[src/rtl/btn_conditioner.sv]
// Push-button front end: per-bit two-flop synchroniser, counter debounce, and
// one-cycle press / release / long-press events with a sticky long-press flag.
module btn_conditioner #(
    parameter int NUM_BTN         = 8,
    parameter int DEBOUNCE_CYCLES = 2000000,
    parameter int LONG_CYCLES     = 300000000
) (
    input  logic               clk,
    input  logic               reset,
    input  logic [NUM_BTN-1:0] btn_raw,
    output logic [NUM_BTN-1:0] btn_level,
    output logic [NUM_BTN-1:0] press_pulse,
    output logic [NUM_BTN-1:0] release_pulse,
    output logic [NUM_BTN-1:0] long_pulse,
    output logic [NUM_BTN-1:0] long_flag
);

    localparam int DEB_W  = $clog2(DEBOUNCE_CYCLES + 1);
    localparam int LONG_W = $clog2(LONG_CYCLES + 1);

    localparam logic [DEB_W-1:0]  DEB_LAST  = DEB_W'(DEBOUNCE_CYCLES - 1);
    localparam logic [LONG_W-1:0] LONG_LAST = LONG_W'(LONG_CYCLES - 1);
    localparam logic [LONG_W-1:0] LONG_SAT  = LONG_W'(LONG_CYCLES);

    for (genvar i = 0; i < NUM_BTN; i++) begin : g_bit
        logic              meta;
        logic              sync;
        logic              level;
        logic              press;
        logic              rel;
        logic              lng;
        logic              flag;
        logic              accept;
        logic [DEB_W-1:0]  deb_cnt;
        logic [LONG_W-1:0] hold_cnt;

        // The synchronised value has disagreed with the stable level long enough.
        assign accept = (sync != level) && (deb_cnt == DEB_LAST);

        // NOTE: state flops use non-blocking assignments so every flop samples
        // the pre-edge values of the others, independent of statement order.
        always_ff @(posedge clk or negedge reset) begin
            if (!reset) begin
                meta <= 1'b0;
                sync <= 1'b0;
            end else begin
                meta <= btn_raw[i];
                sync <= meta;
            end
        end

        // NOTE: the counters are reset explicitly; an in-flight count must not
        // survive a reset, so they cannot be left to power-up values.
        always_ff @(posedge clk or negedge reset) begin
            if (!reset) begin
                level   <= 1'b0;
                deb_cnt <= '0;
                press   <= 1'b0;
                rel     <= 1'b0;
            end else begin
                press <= accept & sync;
                rel   <= accept & ~sync;
                if (sync == level) begin
                    deb_cnt <= '0;
                end else if (accept) begin
                    level   <= sync;
                    deb_cnt <= '0;
                end else begin
                    deb_cnt <= deb_cnt + 1'b1;
                end
            end
        end

        // A release accepted on the same edge the hold count matures wins,
        // so a long event is never reported for a press that is ending.
        always_ff @(posedge clk or negedge reset) begin
            if (!reset) begin
                hold_cnt <= '0;
                lng      <= 1'b0;
                flag     <= 1'b0;
            end else begin
                lng <= level && (hold_cnt == LONG_LAST) && !accept;
                if (!level) begin
                    hold_cnt <= '0;
                end else if (hold_cnt != LONG_SAT) begin
                    hold_cnt <= hold_cnt + 1'b1;
                end
                if (level && accept) begin
                    flag <= 1'b0;
                end else if (level && (hold_cnt == LONG_LAST)) begin
                    flag <= 1'b1;
                end
            end
        end

        assign btn_level[i]     = level;
        assign press_pulse[i]   = press;
        assign release_pulse[i] = rel;
        assign long_pulse[i]    = lng;
        assign long_flag[i]     = flag;
    end

endmodule

[config.mk]
export PLATFORM = sky130hd
export DESIGN_NAME = btn_conditioner
export DESIGN_NICKNAME = d
export VERILOG_FILES = /design/src/rtl/btn_conditioner.sv
export SDC_FILE = /design/constraint.sdc
export NUM_CORES = 1
export LEC_CHECK = 0
export ABC_AREA = 1
export BUFFER_PORTS_ARGS = -buffer_cell sky130_fd_sc_hd__buf_2
export CAP_MARGIN = 20
export CORE_AREA = 8 8 198 219
export DETAILED_ROUTE_END_ITERATION = 10
export DIE_AREA = 0 0 206 227
export GPL_ROUTABILITY_DRIVEN = 0
export PLACE_DENSITY = 0.9
export SLEW_MARGIN = 20
export SYNTH_ARGS = -nofsm -noshare
export SYNTH_HDL_FRONTEND = slang
export SYNTH_SLANG_ARGS = --single-unit
[constraint.sdc]
create_clock -name clk -period 4.6 [get_ports clk]
set_input_delay 0.69 -clock clk [delete_from_list [all_inputs] [get_ports clk]]
set_output_delay 0.69 -clock clk [all_outputs]
set_load 0.02 [all_outputs]
==> results.cfg <==
[yosys]
syn_area_per_cell_um2 = 6.70
synth_top_area_share_pct = 42.3
yosys.cell_types.count = 39
synth_top_cell_by_area = dfrtp_1
synth_area_leaders = dfrtp_1, nand2_1, nor2_1
ys_async_sr_fraction_pct = 100
ys.warnings.count = 0
synth_nets = 4067
synthesis.area_um2 = 27000
synth_edf_count = 0
synth_xor_area_share_pct = 3.24
synthAdderAreaFrac_pct = 1.11
ys_ff_latch = 456
netlist_instances = 4033
synth_top_family_by_area = simple AND/OR/NAND/NOR gates
synthSimpleGateAreaFrac_pct = 42.0
synthFlopType = dfrtp_1
synth_compound_area_share_pct = 3.42
yosysSeqAreaShare_pct = 42.3
synth.area.mux_share_pct = 0

[floorplanning]
die-area_um2 = 46800
initial_core_util_pct = 68.0
pin_count = 50
die_y_um = 227
rows = 77
fp.coreArea_um2 = 39700
die_w_um = 206

[timing]
finalCritPeriodShare_pct = 53.5
worst_pin_slew_ns = 0.849
clock_skew_ns = 0.0156
rsz0062_at_grt = no
slew_viol_final = 0
hold_viol = 0
clock.fmax_mhz = 406
whs_ns = 0.125
fin_tns_setup_ns = 0
setup_viol = 0
slew_headroom_pct = 43.4
layout_min_cycle_time_ns = 2.46

[clock_tree]
postCtsSetupBuffers = 0
cts_buffers = 47
post_cts_resized = 0
clock_path_buffers = 3
ctsHoldBuffers = 0
clk_latency_ns = 0.58
cts.clk_slew.worst_paths_ns = 0.06
cts_sinks = 456
cts_root_buffer = clkbuf_16
cts_tree = built
h-tree-depth = 2

[cells_and_area]
diodes = 0
syn_to_final_growth_pct = 8.13
final_layout_size_suffix_gt1_share_pct = 5.08
final_area_um2 = 29200
final_core_util_pct = 73.6
finalNetCount = 4093
fillCellCount = 3187

[global_route]
grt_pass1_wl_mm = 106
track_usage_pct = 26.7
antenna_found_initial = 0
grt_max_degree = 103
first_global_vias = 23900
grt-ovfl-total = 0

[setup_path]
critPathBufInv = 1
max_stage_delay_ns = 0.86
path_max_fanout = 26
critPathTopFamily = simple AND/OR/NAND/NOR gates
worst_setup_path_start_kind = flop
crit_required_ns = 5.06
r2r-end = g_bit[7].deb_cnt[13]
crit_arrival_ns = 2.93
crit_cells = 9
critPathCaptureType = flop
r2r_cells = 9
timing.rr.start = g_bit[7].level
crit_top_cell = nand2_1
worstSetupPathType = reg2reg
crit_chain = inv_2 > nand2_1 > nand2_1 > nor2_1 > nand2_1 > nor2_2 > nor2_4 > nand2_1 > nor2_1
r2r_slack_ns = 2.14
worstSetupStartpoint = g_bit[7].level
critPathCapture = g_bit[7].deb_cnt[13]
cpMaxStageDelayCell = dfrtp_1

[job]
maxCapViolations = 0

[power_and_ir_drop]
p_total_mw = 8.39
power_leakage_nw = 12.6
p_per_area_nw_per_um2 = 287
vdd_drop_max_v = 0.000316

[placement]
placed_area_um2 = 27500
port_buffers = 49
dpl.hpwl_mm = 44.1

[outcome]
status = finished, final reports clean

[routing]
drtIter0Drc = 1925
drtPass1Iterations = 6
drtAntennaViolNets = 0
wl_per_cell_um = 13.4
vias = 25200
drcViolationCount = 0
wirelength_mm = 61.5
vias_per_cell = 5.48

[worst_hold_path]
hp-class = in2async
## synthesized netlist by cell type (4+ instances only)
cell / n
o21ai_1: 6
clkbuf_1: 21
nor2_1: 1023
buf_1: 4
a21oi_1: 92
inv_1: 414
inv_2: 36
xnor2_1: 30
nand4_1: 115
o21ai_0: 59
nor3_1: 113
nand2_1: 1156
or2_2: 7
nand3_1: 270
dfrtp_1: 456
o21a_1: 4
a31oi_1: 6
o21bai_1: 5
buf_2: 11
nand3b_1: 7
buf_4: 41
xor2_1: 70
nor2_2: 23
nor3b_1: 10
nor2_4: 4
and2_1: 4
ha_1: 24
## worst min path at each step
stage,from,to,slack [ns],cells after the start
6_report,reset,g_bit[4].deb_cnt[16],0.13,1
5_1_grt,btn_raw[3],g_bit[3].meta,0.20,1
3_5_place_dp,g_bit[5].meta,g_bit[5].sync,0.33,0
4_1_cts,reset,g_bit[4].deb_cnt[16],0.17,1
3_3_place_gp,g_bit[5].meta,g_bit[5].sync,0.33,0
2_1_floorplan,g_bit[0].meta,g_bit[0].sync,0.33,0
## cell usage in the layout, fill, tap and decap left out, drive strengths merged
cell type,count
a21oi,94
and3,3
nor3b,10
nor2,1050
buf,55
clkinv,4
clkbuf,65
xnor2,30
and2,4
nand2,1160
nor4,1
clkinvlp,3
nand3,271
inv,451
a31oi,6
bufinv,10
a211oi,2
o21a,4
xor2,70
nor3,117
o21bai,5
ha,24
nand4,115
o21ai,65
dfrtp,456
or2,10
nand3b,7
## kinds of logic after synthesis
family | after synthesis
and+or+nand+nor | 2748
AOI/OAI and AO/OA | 176
adders and majority gates | 24
DFF | 456
xor gates and xnor gates | 100
buffers and inverters | 529
## per-layer routing
layer	part of all wire, %	vias to the layer above	GRT usage, %	routed length [µm]
li1	-	12600	-	-
met1	43	11600	34.2	26500
met2	48	816	45.1	29500
met3	5.6	166	3.26	3470
met4	3.4	0	11.7	2070
met5	0	-	0	0
## flip-flops by register name (all words and copies together) (netlist names)
register and count:
g_bit.press 8, g_bit.meta 8, g_bit.lng 8, g_bit.flag 8
g_bit.deb_cnt 168, g_bit.level 8, g_bit.rel 8, g_bit.hold_cnt 232
g_bit.sync 8
## final cells by class
type	count	area (µm²)	share of cell area, %
flip-flops and latches	456	11400	39.1
repair buffers	55	350	1.20
clock inverters	17	347	1.19
multi-input cells	3048	13400	46.0
inverters	451	1690	5.80
clock buffers	65	1320	4.53
well taps	513	642	2.20
## through the flow
stage | std cells | setup WS (ns)
finish | 4605 | 2.14
detailed placement | 4523 | 2.13
CTS | 4605 | 2.08
global route | 4605 | 1.91
floorplan | 4033 | 3.10
global placement | 4523 | 2.27
## power breakdown
group | total, mW | switching [mW] | internal (mW) | leakage [nW]
logic | 0.167 | 0.131 | 0.0359 | 5.49
clock network | 4.17 | 1.60 | 2.56 | 0.807
registers | 4.06 | 0.0206 | 4.04 | 6.32
Power figures use the tool's default switching activity.
